--- src/rtl/sparse_round_scheduler_if.sv ---
// rtl/sparse_round_scheduler_if.sv - host, sparse-memory, controller and acc-clear signals of the round scheduler
interface sparse_round_scheduler_if #(
  parameter int WORD_WIDTH = 32
);
  // host side
  logic                  start_i;
  logic [5:0]            weight_count_i;
  logic [5:0]            round_idx_o;
  logic                  busy_o;
  logic                  done_o;
  logic                  error_o;
  // sparse memory (synchronous read, one cycle of latency)
  logic [9:0]            sparse_mem_addr_o;
  logic [WORD_WIDTH-1:0] sparse_mem_data_i;
  // accumulate controller
  logic                  ctrl_start_o;
  logic                  ctrl_busy_i;
  // accumulator clear port
  logic [9:0]            acc_clr_addr_o;
  logic                  acc_clr_we_o;
  logic [WORD_WIDTH-1:0] acc_clr_data_o;

  // environment: host, sparse memory and controller
  modport master (
    output start_i, weight_count_i, sparse_mem_data_i, ctrl_busy_i,
    input  round_idx_o, busy_o, done_o, error_o, sparse_mem_addr_o,
           ctrl_start_o, acc_clr_addr_o, acc_clr_we_o, acc_clr_data_o
  );

  // scheduler
  modport slave (
    input  start_i, weight_count_i, sparse_mem_data_i, ctrl_busy_i,
    output round_idx_o, busy_o, done_o, error_o, sparse_mem_addr_o,
           ctrl_start_o, acc_clr_addr_o, acc_clr_we_o, acc_clr_data_o
  );
endinterface

--- src/rtl/sparse_round_scheduler.sv ---
// rtl/sparse_round_scheduler.sv - sequences one accumulate round per sparse entry; SPARSE_SCHED_ACC_CLEAR_EN adds an accumulator clear pass
module sparse_round_scheduler #(
  parameter int WORD_WIDTH      = 32,
  parameter int MEM_SPARSE_SIZE = 50,
  parameter int MEM_SIZE        = 553,
  parameter int WDOG_CYCLES     = 65535
) (
  input logic                     clk,
  input logic                     rst_n,
  sparse_round_scheduler_if.slave bus
);

  localparam int                    WDOG_W    = $clog2(WDOG_CYCLES + 1);
  localparam logic [5:0]            N_MAX     = 6'(MEM_SPARSE_SIZE);
  localparam logic [WDOG_W-1:0]     WDOG_LAST = WDOG_W'(WDOG_CYCLES - 1);
  localparam logic [WORD_WIDTH-1:0] SKIP_WORD = '1;

  // Addresses are 10 bits and entry counts 6 bits; anything larger cannot be expressed on the ports.
  if (MEM_SIZE > 1024 || MEM_SIZE < 1 || MEM_SPARSE_SIZE > 63 || MEM_SPARSE_SIZE < 1) begin : g_cfg_check
    $error("sparse_round_scheduler: MEM_SIZE or MEM_SPARSE_SIZE out of range");
  end

  typedef enum logic [3:0] {
    S_IDLE,
    S_CLEAR,
    S_SET_ADDR,
    S_SETTLE,
    S_ARM,
    S_WAIT_HI,
    S_WAIT_LO,
    S_NEXT,
    S_DONE
  } state_t;

  state_t            state_q;
  logic [5:0]        n_q;
  logic [5:0]        round_idx_q;
  logic [9:0]        addr_q;
  logic              ctrl_start_q;
  logic              busy_q;
  logic              done_q;
  logic              error_q;
  logic [WDOG_W-1:0] wdog_q;
  logic [5:0]        n_clamped;

`ifdef SPARSE_SCHED_ACC_CLEAR_EN
  localparam logic [9:0] CLR_LAST = 10'(MEM_SIZE - 1);
  logic [9:0]        clr_addr_q;
  logic              clr_we_q;
`endif

  // Requested entry count limited to the sparse memory depth
  always_comb begin
    n_clamped = (bus.weight_count_i > N_MAX) ? N_MAX : bus.weight_count_i;
  end

  // Round sequencer: one pass over the entries per accepted start, with a per-round watchdog
  always_ff @(posedge clk or negedge rst_n) begin
    if (!rst_n) begin
      state_q      <= S_IDLE;
      n_q          <= '0;
      round_idx_q  <= '0;
      addr_q       <= '0;
      ctrl_start_q <= 1'b0;
      busy_q       <= 1'b0;
      done_q       <= 1'b0;
      error_q      <= 1'b0;
      wdog_q       <= '0;
`ifdef SPARSE_SCHED_ACC_CLEAR_EN
      clr_addr_q   <= '0;
      clr_we_q     <= 1'b0;
`endif
    end else begin
      ctrl_start_q <= 1'b0;
      done_q       <= 1'b0;
      case (state_q)
        S_IDLE: begin
          if (bus.start_i) begin
            n_q         <= n_clamped;
            round_idx_q <= '0;
            // The address goes out on entry to SET_ADDR so the memory has
            // already captured it when SETTLE inspects the read data.
            addr_q      <= '0;
            busy_q      <= 1'b1;
            error_q     <= 1'b0;
            if (n_clamped == 6'd0) begin
              state_q <= S_DONE;
            end else begin
`ifdef SPARSE_SCHED_ACC_CLEAR_EN
              clr_addr_q <= '0;
              clr_we_q   <= 1'b1;
              state_q    <= S_CLEAR;
`else
              state_q    <= S_SET_ADDR;
`endif
            end
          end
        end
`ifdef SPARSE_SCHED_ACC_CLEAR_EN
        S_CLEAR: begin
          if (clr_addr_q == CLR_LAST) begin
            clr_we_q <= 1'b0;
            state_q  <= S_SET_ADDR;
          end else begin
            clr_addr_q <= clr_addr_q + 10'd1;
          end
        end
`endif
        S_SET_ADDR: begin
          addr_q  <= {4'd0, round_idx_q};
          state_q <= S_SETTLE;
        end
        S_SETTLE: begin
          // An all-ones word marks an unused entry: no round is started for it.
          if (bus.sparse_mem_data_i == SKIP_WORD) begin
            state_q <= S_NEXT;
          end else begin
            state_q <= S_ARM;
          end
        end
        S_ARM: begin
          ctrl_start_q <= 1'b1;
          wdog_q       <= '0;
          state_q      <= S_WAIT_HI;
        end
        S_WAIT_HI, S_WAIT_LO: begin
          // A round ends on the falling edge of busy; completion wins over a same-cycle timeout.
          wdog_q <= wdog_q + 1'b1;
          if (state_q == S_WAIT_HI && bus.ctrl_busy_i) begin
            state_q <= S_WAIT_LO;
          end else if (state_q == S_WAIT_LO && !bus.ctrl_busy_i) begin
            state_q <= S_NEXT;
          end else if (wdog_q == WDOG_LAST) begin
            error_q <= 1'b1;
            busy_q  <= 1'b0;
            state_q <= S_IDLE;
          end
        end
        S_NEXT: begin
          if (round_idx_q == n_q - 6'd1) begin
            state_q <= S_DONE;
          end else begin
            round_idx_q <= round_idx_q + 6'd1;
            addr_q      <= {4'd0, round_idx_q + 6'd1};
            state_q     <= S_SET_ADDR;
          end
        end
        S_DONE: begin
          done_q  <= 1'b1;
          busy_q  <= 1'b0;
          state_q <= S_IDLE;
        end
        default: begin
          state_q <= S_IDLE;
        end
      endcase
    end
  end

  assign bus.sparse_mem_addr_o = addr_q;
  assign bus.ctrl_start_o      = ctrl_start_q;
  assign bus.round_idx_o       = round_idx_q;
  assign bus.busy_o            = busy_q;
  assign bus.done_o            = done_q;
  assign bus.error_o           = error_q;
  assign bus.acc_clr_data_o    = '0;

`ifdef SPARSE_SCHED_ACC_CLEAR_EN
  assign bus.acc_clr_addr_o    = clr_addr_q;
  assign bus.acc_clr_we_o      = clr_we_q;
`else
  assign bus.acc_clr_addr_o    = '0;
  assign bus.acc_clr_we_o      = 1'b0;
`endif

endmodule
--- src/flat_wrapper.sv ---
// flat-port wrapper written by rule: the top's interface ports become plain ports
module sparse_round_scheduler_flat 
#(
  parameter int WORD_WIDTH      = 32,
  parameter int MEM_SPARSE_SIZE = 50,
  parameter int MEM_SIZE        = 553,
  parameter int WDOG_CYCLES     = 65535
)
  (clk, rst_n, bus_start_i, bus_weight_count_i, bus_sparse_mem_data_i, bus_ctrl_busy_i, bus_round_idx_o, bus_busy_o, bus_done_o, bus_error_o, bus_sparse_mem_addr_o, bus_ctrl_start_o, bus_acc_clr_addr_o, bus_acc_clr_we_o, bus_acc_clr_data_o);
  sparse_round_scheduler_if #(.WORD_WIDTH(WORD_WIDTH)) bus_i ();
  input logic clk;
  input logic rst_n;
  input wire logic [$bits(bus_i.start_i)-1:0] bus_start_i;
  input wire logic [$bits(bus_i.weight_count_i)-1:0] bus_weight_count_i;
  input wire logic [$bits(bus_i.sparse_mem_data_i)-1:0] bus_sparse_mem_data_i;
  input wire logic [$bits(bus_i.ctrl_busy_i)-1:0] bus_ctrl_busy_i;
  output wire logic [$bits(bus_i.round_idx_o)-1:0] bus_round_idx_o;
  output wire logic [$bits(bus_i.busy_o)-1:0] bus_busy_o;
  output wire logic [$bits(bus_i.done_o)-1:0] bus_done_o;
  output wire logic [$bits(bus_i.error_o)-1:0] bus_error_o;
  output wire logic [$bits(bus_i.sparse_mem_addr_o)-1:0] bus_sparse_mem_addr_o;
  output wire logic [$bits(bus_i.ctrl_start_o)-1:0] bus_ctrl_start_o;
  output wire logic [$bits(bus_i.acc_clr_addr_o)-1:0] bus_acc_clr_addr_o;
  output wire logic [$bits(bus_i.acc_clr_we_o)-1:0] bus_acc_clr_we_o;
  output wire logic [$bits(bus_i.acc_clr_data_o)-1:0] bus_acc_clr_data_o;
  assign bus_i.start_i = bus_start_i;
  assign bus_i.weight_count_i = bus_weight_count_i;
  assign bus_i.sparse_mem_data_i = bus_sparse_mem_data_i;
  assign bus_i.ctrl_busy_i = bus_ctrl_busy_i;
  assign bus_round_idx_o = bus_i.round_idx_o;
  assign bus_busy_o = bus_i.busy_o;
  assign bus_done_o = bus_i.done_o;
  assign bus_error_o = bus_i.error_o;
  assign bus_sparse_mem_addr_o = bus_i.sparse_mem_addr_o;
  assign bus_ctrl_start_o = bus_i.ctrl_start_o;
  assign bus_acc_clr_addr_o = bus_i.acc_clr_addr_o;
  assign bus_acc_clr_we_o = bus_i.acc_clr_we_o;
  assign bus_acc_clr_data_o = bus_i.acc_clr_data_o;
  sparse_round_scheduler #(.WORD_WIDTH(WORD_WIDTH), .MEM_SPARSE_SIZE(MEM_SPARSE_SIZE), .MEM_SIZE(MEM_SIZE), .WDOG_CYCLES(WDOG_CYCLES)) u_core (.clk(clk), .rst_n(rst_n), .bus(bus_i));
endmodule
--- config.mk ---
export PLATFORM = sky130hd
export DESIGN_NAME = sparse_round_scheduler_flat
export DESIGN_NICKNAME = d
export VERILOG_FILES = /design/src/rtl/sparse_round_scheduler_if.sv /design/src/rtl/sparse_round_scheduler.sv /design/src/flat_wrapper.sv
export SDC_FILE = /design/constraint.sdc
export NUM_CORES = 1
export LEC_CHECK = 0
export ABC_AREA = 1
export BUFFER_PORTS_ARGS = -buffer_cell sky130_fd_sc_hd__buf_2
export CORE_MARGIN = 4
export CORE_UTILIZATION = 40
export DETAILED_ROUTE_END_ITERATION = 7
export MAX_ROUTING_LAYER = met4
export PLACE_DENSITY = 0.71
export SYNTH_ARGS = -nofsm -noshare
export SYNTH_HDL_FRONTEND = slang
export SYNTH_SLANG_ARGS = --single-unit
--- constraint.sdc ---
create_clock -name clk -period 2.2 [get_ports clk]
set_input_delay 0.44 -clock clk [delete_from_list [all_inputs] [get_ports clk]]
set_output_delay 0.44 -clock clk [all_outputs]
set_load 0.02 [all_outputs]
==> metrics.md, run 1 <==
| Metric | Value |
|---|---|
| Register area share after synthesis | a little over a third |
| Clock sinks | 42 |
| Ys Warns | 0 |
| Max frequency | 543.3 MHz |
| Die W | 93.61 um |
| # resized after CTS | 0 |
| Crit-path max FO | 10 |
| WP buf/inv | 3 |
| Min cycle time layout | roughly 1.8 ns |
| Routed via count | roughly 2600 |
| CP dominant cell by count | nand2_1 |
| Leakage | 1.734 nW |
| Starting Density | a little over two fifths |
| Final setup skew | 0.005492 ns |
| Data required, critical path | 2.38 ns |
| Setup_tns | 0 ns |
| DR pass1 iterations | 4 |
| Drt first-iter violations | ~130 |
| R2R depth | 13 |
| Final net count | 505 |
| Asr flop ratio synth | 100.0% |
| Worst setup EP type | flip-flop |
| Final period util | 83.67% |
| RR Endpoint | u_core.bus.round_idx_o[2]$_DFFE_PN0P_ |
| Worst reg2reg startpoint | u_core.n_q[0]$_DFFE_PN0P_ |
| Max VDD drop | roughly 0.00038 V |
| Synth Flop Type | dfrtp_1 |
| Top delay family on crit path | simple AND/OR/NAND/NOR gates |
| RSZ-0062 raised after global routing | false |
| Area of the die | 8763 um2 |
| Die Span Y | around 94 um |
| Hold Vio Cnt, Final | 0 |
| Pwr/cell area | 958.8 nW/um2 |
| Input/output buffers | 57 |
| Setup bufs post-CTS | 0 |
| Post-CTS Hold Buffers | 0 |
| CTS Root Cell | clkbuf_8 |
| Core area | slightly below 7000 um2 |
| Top cells by area, synth | dfrtp_1, nand2_1, buf_4 |
| Final setup fails | 0 |
| Largest area contributor in the netlist | dfrtp_1 |
| Clk Latency, worst-skew pair | 0.29 ns |
| Yosys reg bits | 42 |
| Outcome | finished, final reports clean |
| Global route overflow | 0 |
| Top-Level Pins | 105 |
| Mapped Area | 2932 um2 |
| WL final | 6.250 mm |
| Capture point of the worst path | u_core.bus.round_idx_o[2]$_DFFE_PN0P_ |
| Inserted Clock Buffers | 5 |
| Startpoint types | flip-flop |
| Max-cap viol count | 0 |
| Total Routing Usage GR | 14.86% |
| Syn-to-layout area delta | 10.93% |
| Arr. time, crit path | approximately 2 ns |
| Vias/cell | 4.646 |
| Largest net degree at the start of global routing | 23 |
| Synthesized area per cell | roughly 7.4 um2 |
| Worst hold path type | in2async |
| Row cnt | 30 |
| Antenna-violating nets left | 0 |
| Hpwl dp | 5.061 mm |
| Drc violations | 0 |
| CP peak stage delay | between 0.4 and 0.5 ns |
| Gpl congestion | 0.8170 |
| R2R setup slack | roughly 0.36 ns |
| Cell area after placement | about 3200 um2 |
| Antenna Diode Count | 0 |
| Share of the synthesized area in the top cell type | 35.85% |
| WS Path Type | reg2reg |
| Wire per inst | around 11 um |
| Number of synthesized flops with an enable pin | 0 |
| Most frequent cell after synthesis | nand2_1 |
| First-pass GRT wire length | 10.36 mm |
| Worst-path clk slew | roughly 0.080 ns |
| CTS tree | done |
| Post-Syn Instances | 397 |
| Slowest cell on the critical path | dfrtp_1 |
| Most frequent cells after synthesis | nand2_1, buf_4, dfrtp_1, inv_1, nand3_1 |
| Number of global-route vias before repair | 2385 |
| Pins Over Slew Limit | 0 |
| Initial antenna violation count | 0 |
| Worst Setup SP | u_core.n_q[0]$_DFFE_PN0P_ |
| Critical path, cell by cell | inv_1 -> ha_1 -> inv_1 -> nand2_1 -> nand2_1 -> nand2_1 -> nand2_1 -> inv_1 -> nand3_1 -> o21bai_4 -> nand2_2 -> nand2_1 -> o21ai_1 |
| Crit path depth | 13 |
| Clock Path Buffers | 2 |
| Layout cells sized above 1 | 19.78% |
| CTS HTree Levels | 2 |
| Netlist cell types | 37 |
| Final Cell Area | 3252 um2 |
==> worst reg2reg max path: stages, from the launching register on <==
cell	delay (ns)
dfrtp_1	0.41
inv_1	0.11
ha_1	0.22
inv_1	0.06
nand2_1	0.09
nand2_1	0.05
nand2_1	0.05
nand2_1	0.05
inv_1	0.04
nand3_1	0.11
o21bai_4	0.22
nand2_2	0.17
nand2_1	0.10
o21ai_1	0.06
==> metrics by stage <==
| step | hold WS, ns | worst slack, ns | util (%) | std cells | power, mW |
|---|---|---|---|---|---|
| floorplan | 0.1444 | 0.5710 | - | 443 | 2.338 |
| global placement | 0.4288 | 0.4975 | 45.51 | 548 | 2.573 |
| detailed placement | 0.4372 | 0.3816 | 45.51 | 548 | 2.617 |
| CTS | 0.1161 | 0.3677 | 46.83 | 556 | 3.140 |
| global route | 0.1427 | 0.2301 | 46.83 | 556 | 3.389 |
| finish | 0.09710 | 0.3593 | 46.83 | 556 | 3.118 |
==> state kept, by name, indices dropped and copies added, names as in the netlist <==
register and flops:
u_core.state_q 4, u_core.wdog_q 16, u_core.bus.busy_o 1, u_core.bus.ctrl_start_o 1, u_core.bus.done_o 1, u_core.bus.error_o 1
u_core.n_q 6, u_core.bus.round_idx_o 6, u_core.bus.sparse_mem_addr_o 6
==> cells in the final DEF (no fill, tap or decap), drive strengths merged, types with 3 or more instances in the layout <==
cell type / n
a21oi: 4
buf: 58
clkbuf: 7
conb: 47
dfrtp: 42
ha: 4
inv: 47
nand2: 108
nand3: 32
nand4: 13
nor2: 37
nor3: 8
o21ai: 28
or2: 3
xnor2: 3
==> layout make-up <==
| class | count | area, um2 |
|---|---|---|
| Multi-Input combinational cell | 305 | 1508 |
| Inverter | 47 | 176.4 |
| Clock buffer | 7 | 86.33 |
| Clock inverter | 1 | 5.005 |
| Sequential cell | 42 | 1051 |
| Fill cell | 684 | 3692 |
| Timing Repair Buffer | 58 | 305.3 |
| Tap cell | 96 | 120.1 |
==> metal layers <==
layer / vias to the layer above / share of wire (%) / track usage (%)
met1: 1148 / 44 / 18.35
met5: - / 0 / -
met2: 116 / 47 / 24.48
met4: 0 / 1.2 / 4.573
met3: 6 / 8.4 / 3.138
li1: 1313 / - / -
==> where the power goes <==
part | leakage [nW] | internal (mW) | switching (mW)
combinational | 1.12 | 0.474 | 1.05
clock | 0.0482 | 0.253 | 0.264
sequential | 0.565 | 0.922 | 0.152
==> cells by family after synthesis <==
group / Yosys count / share of synthesized area [%]
AOI/OAI and AO/OA: 46 / 9.646
other: 1 / 0.1279
DFF: 42 / 35.85
buffers and inverters: 96 / 18.61
xor gates and xnor gates: 5 / 1.494
adders and majority gates: 4 / 1.707
and+or+nand+nor: 203 / 32.56
==> worst min-delay path by stage <==
| stage | start | end | slack (ns) | depth (start not counted) |
|---|---|---|---|---|
| 5_1_grt | rst_n | u_core.wdog_q[11]$_DFFE_PN0P_ | 0.14 | 1 |
| 2_1_floorplan | rst_n | u_core.bus.busy_o$_DFFE_PN0P_ | 0.14 | 0 |
| 3_5_place_dp | rst_n | u_core.wdog_q[11]$_DFFE_PN0P_ | 0.44 | 1 |
| 3_3_place_gp | rst_n | u_core.wdog_q[11]$_DFFE_PN0P_ | 0.43 | 1 |
| 6_report | rst_n | u_core.wdog_q[11]$_DFFE_PN0P_ | 0.1 | 1 |
| 4_1_cts | rst_n | u_core.wdog_q[11]$_DFFE_PN0P_ | 0.12 | 1 |
Power figures use the tool's default switching activity.
==> run 2, diff against run 1 <==
--- a/config.mk
+++ b/config.mk
@@ -11,7 +11,7 @@
 export CORE_UTILIZATION = 40
 export DETAILED_ROUTE_END_ITERATION = 7
 export MAX_ROUTING_LAYER = met4
-export PLACE_DENSITY = 0.71
+export PLACE_DENSITY = 0.73
 export SYNTH_ARGS = -nofsm -noshare
 export SYNTH_HDL_FRONTEND = slang
 export SYNTH_SLANG_ARGS = --single-unit
==> constraint.sdc (replaced) <==
create_clock -name clk -period 1.55 [get_ports clk]
set_input_delay 0.31 -clock clk [delete_from_list [all_inputs] [get_ports clk]]
set_output_delay 0.31 -clock clk [all_outputs]
set_load 0.02 [all_outputs]
==> run 2 against run 1 <==
- the flow now finishes with violations (setup timing)
- sequential power rose by 47%
- global-route usage grew 1.0 points
- final cell count grew 7.0%
- maximum frequency rose by 15%
- combinational power is 96% higher
==> metrics.md, run 2 (same netlist as run 1, synthesis figures left out) <==
| Metric | Value |
|---|---|
| Routed via count | 2776 |
| Top-Level Pins | 105 |
| CP peak stage delay | 0.37 ns |
| Leakage | around 1.9 nW |
| R2R depth | 12 |
| Die W | 93.61 um |
| CTS Root Cell | clkbuf_8 |
| Antenna Diode Count | 0 |
| Antenna-violating nets left | 0 |
| Area of the die | between 8000 and 9000 um2 |
| Syn-to-layout area delta | 26.93% |
| Max VDD drop | 0.0005497 V |
| Data required, critical path | 1.79 ns |
| Largest net degree at the start of global routing | 43 |
| CTS tree | done |
| Final period util | 103.3% |
| Row cnt | 30 |
| Global route overflow | 0 |
| Total power | 5.310 mW |
| RSZ-0062 raised after global routing | true |
| Input/output buffers | 57 |
| RR Endpoint | u_core.bus.sparse_mem_addr_o[0]$_DFFE_PN0P_ |
| Worst setup EP type | flip-flop |
| Number of global-route vias before repair | approximately 2500 |
| Final setup skew | 0.003462 ns |
| Placed cells | 577 |
| Post-Layout Cell Count | 595 |
| Clk Latency, worst-skew pair | 0.29 ns |
| Hpwl dp | 5.427 mm |
| Worst hold path type | in2reg |
| Fin worst setup slack | -0.05077 ns |
| Initial antenna violation count | 0 |
| Clock sinks | 42 |
| Worst reg2reg startpoint | u_core.n_q[0]$_DFFE_PN0P_ |
| Most flop-heavy register | u_core.wdog_q |
| Pwr/cell area | 1427 nW/um2 |
| Starting Density | 42.22% |
| Layout cells sized above 1 | 32.87% |
| Hold Vio Cnt, Final | 0 |
| Critical path, cell by cell | inv_2 -> ha_4 -> buf_4 -> nand2_1 -> nand3_1 -> nand2_1 -> nand2_2 -> o21bai_4 -> nand2_4 -> nand2_4 -> nand2_1 -> nand2_1 |
| Inserted Clock Buffers | 5 |
| Outcome | finished with violations |
| Capture point of the worst path | u_core.bus.sparse_mem_addr_o[0]$_DFFE_PN0P_ |
| WP buf/inv | 2 |
| DR pass1 iterations | 4 |
| WL final | approximately 7.0 mm |
| R2R setup slack | -0.05 ns |
| Top delay family on crit path | simple AND/OR/NAND/NOR gates |
| WHS | 0.2634 ns |
| Startpoint types | flip-flop |
| Final net count | between 500 and 600 |
| Max-cap viol count | 0 |
| Crit path depth | 12 |
| Vias/cell | between 4 and 5 |
| Drc violations | 0 |
| Wire per inst | around 12 um |
| Core area | 6944 um2 |
| Min cycle time layout | 1.601 ns |
| Slowest cell on the critical path | dfrtp_1 |
| Gpl congestion | roughly 0.84 |
| First-pass GRT wire length | around 11 mm |
| Crit-path max FO | 7 |
| CP dominant cell by count | nand2_1 |
| Max FFs per register | 16 |
| Failing checks | setup timing |
| Pins Over Slew Limit | 0 |
| Worst-path clk slew | roughly 0.080 ns |
| Commonest cells after routing, fill and taps aside | nand2_1, buf_2, conb_1 |
| WS Path Type | reg2reg |
| Total Routing Usage GR | 15.90% |
| Final setup fails | 13 |
| Commonest non-fill, non-tap cell in the layout | nand2_1 |
| Arr. time, crit path | 1.84 ns |
| Clock Path Buffers | 2 |
| Max frequency | approximately 620 MHz |
| CTS HTree Levels | 2 |
| Worst Setup SP | u_core.n_q[0]$_DFFE_PN0P_ |
| Worst hold start | bus_weight_count_i[2] |
| Drt first-iter violations | 105 |
| End-of-flow core utilization | 53.59% |
| Die Span Y | 93.61 um |
==> run 2: cell count changes in the layout (fill, tap and decap cells not counted), moves of 6 or more <==
cell,change
nand2_1,-6
buf_4,+35
dfrtp_1,-6
dfrtp_2,+6
inv_1,-7
==> run 2: layout make-up <==
cell class / count / area, um2
Sequential cell: 42 / 1059
Timing Repair inverter: 1 / 5.005
Clock buffer: 7 / 86.33
Fill cell: 655 / 3223
Inverter: 47 / 187.7
Timing Repair Buffer: 96 / 600.6
Clock inverter: 1 / 5.005
Tap cell: 96 / 120.1
Multi-Input combinational cell: 305 / 1658
==> run 2: per-stage QoR <==
stage               setup TNS (ns)  instance area, um2  worst slack, ns
detailed placement         -0.9623                3406         -0.09612
finish                     -0.3638                3721         -0.05077
floorplan                  -0.2647                3132         -0.03433
CTS                        -0.4170                3527         -0.05893
global route                -2.774                3721          -0.2137
global placement           -0.6014                3406         -0.06119
==> run 2: how the worst min path moves through the flow <==
stage,endpoint,slack (ns),cells after the start
after floorplan,u_core.bus.busy_o$_DFFE_PN0P_,0.01,0
after global placement,u_core.wdog_q[12]$_DFFE_PN0P_,0.30,2
after detailed placement,u_core.wdog_q[11]$_DFFE_PN0P_,0.30,2
after CTS,u_core.n_q[0]$_DFFE_PN0P_,0.26,3
after global routing,u_core.n_q[0]$_DFFE_PN0P_,0.29,3
final,u_core.n_q[2]$_DFFE_PN0P_,0.26,3
==> run 2: what timing repair did <==
item,4_1_cts,5_1_grt
hold buffers,1,0
pin swaps,10,12
gates resized for setup,6,42
gates cloned,0,1
setup buffers,1,7
setup endpoints to repair,14,31
hold endpoints to repair,42,0
==> run 2: routing by layer <==
| layer | wire, um | global-route usage (%) | up-vias |
|---|---|---|---|
| li1 | - | - | 1397 |
| met1 | 2947 | 20.13 | 1268 |
| met2 | 3426 | 26.44 | 105 |
| met3 | 538 | 2.574 | 6 |
| met4 | 77 | 4.452 | 0 |
| met5 | 0 | - | - |
==> run 2: worst register-to-register path, delay by kind of cell, from the launching register on <==
family,cells,cell delay [ns]
AO/OA/AOI/OAI,1,0.23
adder cells (fa/ha/maj),1,0.16
buffers and inverters,2,0.19
flip-flops,1,0.37
AND/OR/NAND/NOR,8,0.60
==> run 2: where the power goes <==
part	leakage (nW)	internal [mW]	switching [mW]
Combinational	1.34	1.22	1.78
Clock	0.0482	0.360	0.380
Sequential	0.557	1.32	0.250
==> run 3, diff against run 2 <==
--- a/config.mk
+++ b/config.mk
@@ -5,13 +5,13 @@
 export SDC_FILE = /design/constraint.sdc
 export NUM_CORES = 1
 export LEC_CHECK = 0
-export ABC_AREA = 1
 export BUFFER_PORTS_ARGS = -buffer_cell sky130_fd_sc_hd__buf_2
 export CORE_MARGIN = 4
 export CORE_UTILIZATION = 40
 export DETAILED_ROUTE_END_ITERATION = 7
 export MAX_ROUTING_LAYER = met4
 export PLACE_DENSITY = 0.73
+export RECOVER_POWER = 100
 export SYNTH_ARGS = -nofsm -noshare
 export SYNTH_HDL_FRONTEND = slang
 export SYNTH_SLANG_ARGS = --single-unit
==> run 3 against run 2 <==
- highest routed layer unchanged
- the flow still finishes with violations (setup timing)
- total power is 15% higher
- first-iteration DRC count is 12% higher
- non-clock buffer count is 41 higher
- register-to-register slack worse by 0.37 ns
- global-route usage is 2.0 points higher
- final cell count is 6.4% lower
- clock skew is 0.0058 ns higher
==> metrics.md, run 3 <==
| Metric | Value |
|---|---|
| Metal2 WL | approximately 4.2 mm |
| Pre-CTS setup slack | -0.4538 ns |
| Pins Over Slew Limit | 0 |
| Share of the synthesized area in the top cell type | between 30% and 40% |
| Top cells by area, synth | dfrtp_1, buf_4, nand2_1 |
| Data required, critical path | 1.74 ns |
| Final net count | 506 |
| Synthesized area per cell | 8.935 um2 |
| Startpoint types | flip-flop |
| DR pass1 iterations | 4 |
| Placed cells | between 500 and 600 |
| Drc violations | 0 |
| Total Routing Usage GR | 17.85% |
| Gpl congestion | 0.8476 |
| Syn-to-layout area delta | 38.62% |
| Most flop-heavy register | u_core.wdog_q |
| Asr flop ratio synth | 100.0% |
| Clock Path Buffers | 2 |
| Max FFs per register | 16 |
| Wire per inst | roughly 14 um |
| Largest area contributor in the netlist | dfrtp_1 |
| WP buf/inv | 1 |
| Most frequent cells after synthesis | buf_4, dfrtp_1, nand2_1 |
| Worst slew pin tran | 0.5502 ns |
| Final period util | 127.3% |
| Post-Layout Cell Count | approximately 560 |
| WS Path Type | reg2reg |
| Outcome | finished with violations |
| WHS | roughly 0.25 ns |
| Leakage | 1.956 nW |
| Comb pwr share | between 60 and 70% |
| CTS tree | done |
| CTS Root Cell | clkbuf_8 |
| Number of global-route vias before repair | 2683 |
| Register area share after synthesis | 36.08% |
| Clk Latency, worst-skew pair | 0.30 ns |
| Critical path, cell by cell | inv_2 -> ha_4 -> nand2b_4 -> a21oi_2 -> a311o_1 -> a31oi_2 -> a2bb2oi_4 -> mux2_4 |
| Final setup fails | 34 |
| Die Span Y | ~93 um |
| Arr. time, crit path | 2.17 ns |
| Total net switching power | 2.631 mW |
| Max frequency | ~510 MHz |
| Starting Density | between 40% and 50% |
| Top-Level Pins | between 100 and 150 |
| Failing checks | setup timing |
| Die W | approximately 93 um |
| Sequential power share | 26.8% |
| Clock sinks | 42 |
| CTS HTree Levels | 2 |
| Number of synthesized flops with an enable pin | 0 |
| Antenna-violating nets left | 0 |
| Clock power share | 12.5% |
| Max VDD drop | 0.0007544 V |
| Commonest cells after routing, fill and taps aside | buf_4, conb_1, buf_2 |
| Min cycle time layout | 1.973 ns |
| Slew HR | 63.32% |
| Commonest non-fill, non-tap cell in the layout | buf_4 |
| Initial antenna violation count | 0 |
| Fin worst setup slack | -0.4233 ns |
| Worst setup EP type | flip-flop |
| Mapped Area | 2913 um2 |
| Largest net degree at the start of global routing | 23 |
| Core area | 6944 um2 |
| First-pass GRT wire length | about 12 mm |
| Synth Flop Type | dfrtp_1 |
| Sw frac | a little over two fifths |
| Metal-1 WL | 3.197 mm |
| Routed via count | 2781 |
| Hold Vio Cnt, Final | 0 |
| Worst hold path type | in2reg |
| Ys Warns | 0 |
| WL final | ~7.9 mm |
| Pwr/cell area | 1510 nW/um2 |
| Slowest cell on the critical path | dfrtp_1 |
| Antenna Diode Count | 0 |
| End-of-flow core utilization | about three fifths |
| Uppermost layer routed | met4 |
| Crit-path max FO | 5 |
| Netlist cell types | 54 |
| Post-Syn Instances | between 300 and 400 |
| Vias/cell | approximately 5.0 |
| Top delay family on crit path | compound AO/OA/AOI/OAI gates |
| Max-cap viol count | 0 |
| RSZ-0062 raised after global routing | true |
| Global route overflow | 0 |
| Total power | 6.098 mW |
| Input/output buffers | 57 |
| Row cnt | 30 |
| Area of the die | 8711 um2 |
| WL met3 | 387 um |
| Most frequent cell after synthesis | buf_4 |
| CP peak stage delay | roughly 0.40 ns |
| Pint | ~3.5 mW |
| Drt first-iter violations | 118 |
| Layout cells sized above 1 | 39.48% |
| Inserted Clock Buffers | 5 |
| Worst-path clk slew | 0.09 ns |
| Final setup skew | 0.009298 ns |
| Yosys reg bits | 42 |
| Hpwl dp | 5.803 mm |
[run 3: power by group through the flow]
stage                     Combinational (mW)  Sequential, mW  Clock, mW
final                                   3.70            1.64      0.764
after global routing                    4.01            1.67      0.828
after CTS                               3.34            1.60      0.785
after detailed placement                3.26            1.61          0
after global placement                  3.18            1.60          0
after floorplan                         1.95            1.72          0
[run 3: final cells by class]
cell class                 instances  area (um2)
inverter                          12       45.04
multi-input combinational        262        1826
clock inverter                     2       12.51
tap                               96       120.1
fill                             597        2907
sequential                        42        1055
timing repair buffer             137       897.1
clock buffer                       6       82.58
[run 3: final timing paths]
| check | from | end | slack [ns] | cells past startpoint |
|---|---|---|---|---|
| min | bus_weight_count_i[5] | u_core.n_q[5]$_DFFE_PN0P_ | 0.25 | 3 |
| min reg2reg | u_core.bus.error_o$_DFFE_PN0P_ | u_core.bus.error_o$_DFFE_PN0P_ | 0.49 | 2 |
| max reg2reg | u_core.n_q[0]$_DFFE_PN0P_ | u_core.bus.sparse_mem_addr_o[1]$_DFFE_PN0P_ | -0.42 | 8 |
| max | u_core.n_q[0]$_DFFE_PN0P_ | u_core.bus.sparse_mem_addr_o[1]$_DFFE_PN0P_ | -0.42 | 8 |
| max in group asynchronous | rst_n | u_core.state_q[2]$_DFFE_PN0P_ | 0.32 | 3 |
| min in group asynchronous | rst_n | u_core.bus.round_idx_o[5]$_DFFE_PN0P_ | 0.51 | 2 |
[run 3: logic make-up (layout without fill, tap and decap cells)]
group                      count (synthesis)  after routing  synth area share (%)
AOI/OAI and AO/OA                         66             66                 16.32
adders and majority gates                  4              4                 1.718
and+or+nand+nor                          125            125                 23.67
DFF                                       42             42                 36.08
buffers and inverters                     68            157                 15.16
muxes                                      9              9                 3.608
xor gates and xnor gates                  11             11                 3.307
other                                      1             47                0.1287
[run 3: metal layers]
metal	up-vias	track usage, %
li1	1348	-
met1	1348	21.63
met2	72	30.67
met3	13	2.977
met4	0	5.006
met5	-	-
[run 3: through the flow]
stage / setup TNS [ns] / instance area, um2
after global placement: -4.669 / 3640
after CTS: -4.949 / 3809
after global routing: -8.621 / 4038
final: -5.454 / 4038
after floorplan: -3.517 / 3128
after detailed placement: -5.731 / 3640
[run 3: worst register-to-register path: stages, from the launching register on]
cell and delay [ns]:
dfrtp_1 0.40, inv_2 0.09, ha_4 0.15, nand2b_4 0.12, a21oi_2 0.05, a311o_1 0.31, a31oi_2 0.19, a2bb2oi_4 0.25
mux2_4 0.32
[run 3: repair_timing]
| action | in CTS | in global routing |
|---|---|---|
| hold endpoints to repair | 20 | 0 |
| pin swaps | 3 | 30 |
| hold buffers | 1 | 0 |
| setup buffers | 3 | 9 |
| setup endpoints to repair | 29 | 34 |
| gates resized for setup | 13 | 49 |
